`src/rtl/seq_detect_param.sv`:
```
// seq_detect_param: runtime-loadable PW-bit serial pattern detector (Mealy).
// The input stream is qualified by en. Matching can overlap or restart after
// each hit. w is combinational and asserts in the same cycle as the last
// pattern bit.
// Optional feature macro: SEQ_DETECT_MATCH_CNT_EN adds a saturating CW-bit
// match counter. Without it, cnt is a constant 0.
module seq_detect_param #(
   parameter int PW = 5,
   parameter int CW = 8
) (
   input  logic          clk,
   input  logic          rst,
   input  logic          en,
   input  logic          j,
   input  logic          pat_ld,
   input  logic [PW-1:0] pat_in,
   input  logic          overlap,
   output logic          w,
   output logic          armed,
   output logic [CW-1:0] cnt
);

   localparam int FW = (PW > 2) ? $clog2(PW) : 1;
   localparam logic [FW-1:0] FMAX = FW'(PW - 1);

   typedef enum logic {IDLE = 1'b0, RUN = 1'b1} state_t;

   state_t        state;
   logic [PW-1:0] pat;
   logic [PW-2:0] hist;
   logic [FW-1:0] fill;
   logic [PW-1:0] cand;
   logic          shift;

   // Candidate window: stored history with the incoming bit appended as LSB.
   assign cand  = {hist, j};
   // A qualified bit is consumed only in RUN. A load in the same cycle wins.
   assign shift = (state == RUN) && !pat_ld && en;
   // Mealy match: the window is full and equals the loaded pattern.
   assign w     = shift && (fill == FMAX) && (cand == pat);

   // Control FSM and history shift register. A load restarts the history.
   always_ff @(posedge clk or negedge rst) begin
      if (!rst) begin
         state <= IDLE;
         armed <= 1'b0;
         pat   <= '0;
         hist  <= '0;
         fill  <= '0;
      end else if (pat_ld) begin
         state <= RUN;
         armed <= 1'b1;
         pat   <= pat_in;
         hist  <= '0;
         fill  <= '0;
      end else if (shift) begin
         if (w && !overlap) begin
            // Non-overlapping: the next match needs PW fresh bits.
            hist <= '0;
            fill <= '0;
         end else begin
            hist <= cand[PW-2:0];
            fill <= (fill == FMAX) ? FMAX : fill + 1'b1;
         end
      end
   end

`ifdef SEQ_DETECT_MATCH_CNT_EN
   // Saturating match counter, cleared on every pattern load.
   always_ff @(posedge clk or negedge rst) begin
      if (!rst)
         cnt <= '0;
      else if (pat_ld)
         cnt <= '0;
      else if (w && (cnt != {CW{1'b1}}))
         cnt <= cnt + 1'b1;
   end
`else
   assign cnt = '0;
`endif

endmodule

```
`config.mk`:
```
export PLATFORM = sky130hd
export DESIGN_NAME = seq_detect_param
export DESIGN_NICKNAME = d
export VERILOG_FILES = /design/src/rtl/seq_detect_param.sv
export SDC_FILE = /design/constraint.sdc
export NUM_CORES = 1
export LEC_CHECK = 0
export CAP_MARGIN = 20
export CORE_MARGIN = 1.5
export CORE_UTILIZATION = 40
export CTS_CLUSTER_DIAMETER = 200
export DETAILED_ROUTE_END_ITERATION = 12
export GPL_TIMING_DRIVEN = 0
export PLACE_DENSITY = 0.7
export SETUP_SLACK_MARGIN = 0.5
export SLEW_MARGIN = 30
export SYNTH_ARGS = -nofsm -noshare
export SYNTH_HDL_FRONTEND = slang
export SYNTH_SLANG_ARGS = --single-unit
```
`constraint.sdc`:
```
create_clock -name clk -period 4.4 [get_ports clk]
set_clock_uncertainty 0.05 [all_clocks]
set_input_delay 1.1 -clock clk [delete_from_list [all_inputs] [get_ports clk]]
set_output_delay 1.1 -clock clk [all_outputs]
set_load 0.02 [all_outputs]
```
==> results.cfg <==
[run_status]
status = complete, no violations

[clock_network]
cts-root-buf = clkbuf_4
clk_pin_slew_ns = 0.08
postCtsSetupBuffers = 0
cts_tree = yes
clk_latency_ns = 0.28
cts_made_buffers = 3
clock_path_buffers = 2
cts_max_level = 1
cts.sinks = 13

[route]
drtIter0Drc = 6
vias_per_cell = 4.89
wl_per_cell_um = 12.1
first_pass_iters = 4
route.detailed.drc = 0
wl_um = 1200
vias = 484
ant_nets = 0

[final_layout]
fillers = 152
layout.cells.non_filler = 99
area_delta_synth_final_pct = 26.7
n_antenna_cell = 0
design_area_sq_um = 885
drive_gt1_share_pct = 25.3
fin_nets = 97

[pwr]
p_seq_share_pct = 51.9
combPwrFrac_pct = 19.0
powerDensity_nw_per_um2 = 289
p_int_uw = 187
peakVddDrop_uv = 192
sw_frac_of_total_pct = 26.8
p_switching_uw = 68.6
power_frac_clock_pct = 29.1
p_leak_nw = 0.412
fin_total_pwr_uw = 256

[worst_setup_path]
rr_endpoint = fill[2]
arrival_ns = 2.64
r2r_setup_slack_ns = 2.84
r2r-start = fill[0]
reg2reg_depth = 7
cp_max_fo = 3
end_kind = output pin
crit_type = input pin to output pin
required_ns = 3.25
worst_setup_path_start_kind = input pin

[yosys]
yosys_warnings = 0
seq_area_frac_synth_pct = 46.6
synth_top_cell_by_area = dfrtp_1
synthTopCellsByCount = 13 x dfrtp_1, 9 x buf_4, 5 x a22o_1, 5 x mux2_2, 4 x inv_1
netlist_area_sq_um = 698
synth_ff_type = dfrtp_1
yosysMostFrequentCell = dfrtp_1
async_flop_share_pct = 100
yosys-top-cells-area = dfrtp_1 47%, buf_4 9.7%, mux2_2 8.1%
post_synth_num_cell_types = 20
synth_top_area_share_pct = 46.6
synthCells = 61
synth_edf_count = 0
ys_ff_latch = 13
avgSynthCellArea_sq_um = 11.4

[hold_path]
worstHoldPathType = register to register
holdCritStartpoint = pat[4]
min_path_cells = 1
min_delay_worst_endpoint = pat[4]

[place]
hpwlAfterDp_um = 918
gp_congestion = 0.761
post_dp_cell_area_sq_um = 855
io_buffers = 11
dp.cells = 95

[floorplan]
initial_utilization_pct = 44.3
core_region_area_sq_um = 1580
die_h_um = 44.8
die-area_sq_um = 2010
die_w_um = 44.8
rows = 14
io_pins = 21

[job]
cap_violations = 0

[timing]
worst_slew_pin_slew_ns = 0.599
post-route-min-period_ns = 3.79
slew_violations = 0
rsz0062_at_grt = no
hold_ws_ns = 0.484
max-slew-margin-rel_pct = 60.1
hold_viol = 0
setup_viol = 0
post-route-period-util_pct = 86.0
max_freq_mhz = 264
setup_tns_ns = 0

[grt]
grt_max_degree = 14
grt_usage_pct = 14.3
first_global_vias = 495
grt_pass1_wl_um = 2040
overflow = 0
antenna_found_initial = 0
==> flip-flops by register name, summed over array words and instances, names as in the netlist <==
| name | count |
|---|---|
| fill | 3 |
| state | 1 |
| hist | 4 |
| pat | 5 |
==> per-layer routing <==
metal  GRT usage, %  vias up  part of all wire (%)
met4           8.82        0                   2.9
li1               -      238                     -
met3           1.20        5                   5.8
met2           25.5       18                    49
met5              0        -                     0
met1           16.5      223                    42
==> final cells by class <==
class	count	area, sq um	area share (%)
buffer	9	67.6	7.64
clock buffer	4	26.3	2.97
multi-input combinational	42	320	36.2
tap	16	20.0	2.26
inverter	4	15.0	1.70
sequential	13	325	36.8
timing repair buffer	11	110	12.4
==> stage by stage <==
stage | setup slack [ns] | util, %
after floorplan | 0.991 | -
after global placement | 0.252 | 54.2
after detailed placement | 0.229 | 54.2
after CTS | 0.530 | 55.8
after global routing | 0.504 | 56.1
final | 0.614 | 56.1
==> power by group through the flow <==
stage          registers, mW  logic, mW  clock network, mW
2_1_floorplan          0.133     0.0339                  0
3_5_place_dp           0.135     0.0484                  0
3_3_place_gp           0.135     0.0465                  0
5_1_grt                0.134     0.0535             0.0797
6_report               0.133     0.0485             0.0744
4_1_cts                0.133     0.0487             0.0745
==> repair_timing <==
item                       CTS  global route
setup endpoints to repair    1             1
hold buffers                 0             0
resized for setup            1             2
pin swaps                    0             0
cloned                       0             0
==> cell usage in the layout (no fill, tap or decap), drive strengths merged, types with 3 or more instances in the layout <==
cell           netlist  layout
clkdlybuf4s50        0      10
clkbuf               0       4
dfrtp               13      13
conb                 1       8
a21oi                4       4
a22o                 5       5
nand2                3       3
mux2                 5       5
buf                  9       9
inv                  4       4
==> worst max path at each step <==
| stage | from | endpoint | slack [ns] | cells after the start |
|---|---|---|---|---|
| after global placement | j | w | 0.25 | 6 |
| after detailed placement | j | w | 0.23 | 6 |
| after global routing | j | w | 0.50 | 6 |
| after CTS | j | w | 0.53 | 6 |
| after floorplan | pat_ld | w | 0.99 | 3 |
| final | j | w | 0.61 | 6 |
==> worst max-delay path, stage by stage <==
cell and delay [ns]:
clkdlybuf4s50_1 0.49, inv_1 0.08, a21oi_2 0.22, nand2_1 0.08, nor4b_1 0.32, clkdlybuf4s15_1 0.35
==> logic make-up after synthesis <==
group / share of synthesized area [%]
AOI/OAI and AO/OA: 16.5
xor gates and xnor gates: 5.02
adders and majority gates: 3.58
buffers and inverters: 11.8
DFF: 46.6
muxes: 8.06
other: 0.537
and+or+nand+nor: 7.89
(Power assumes the default switching activity.)
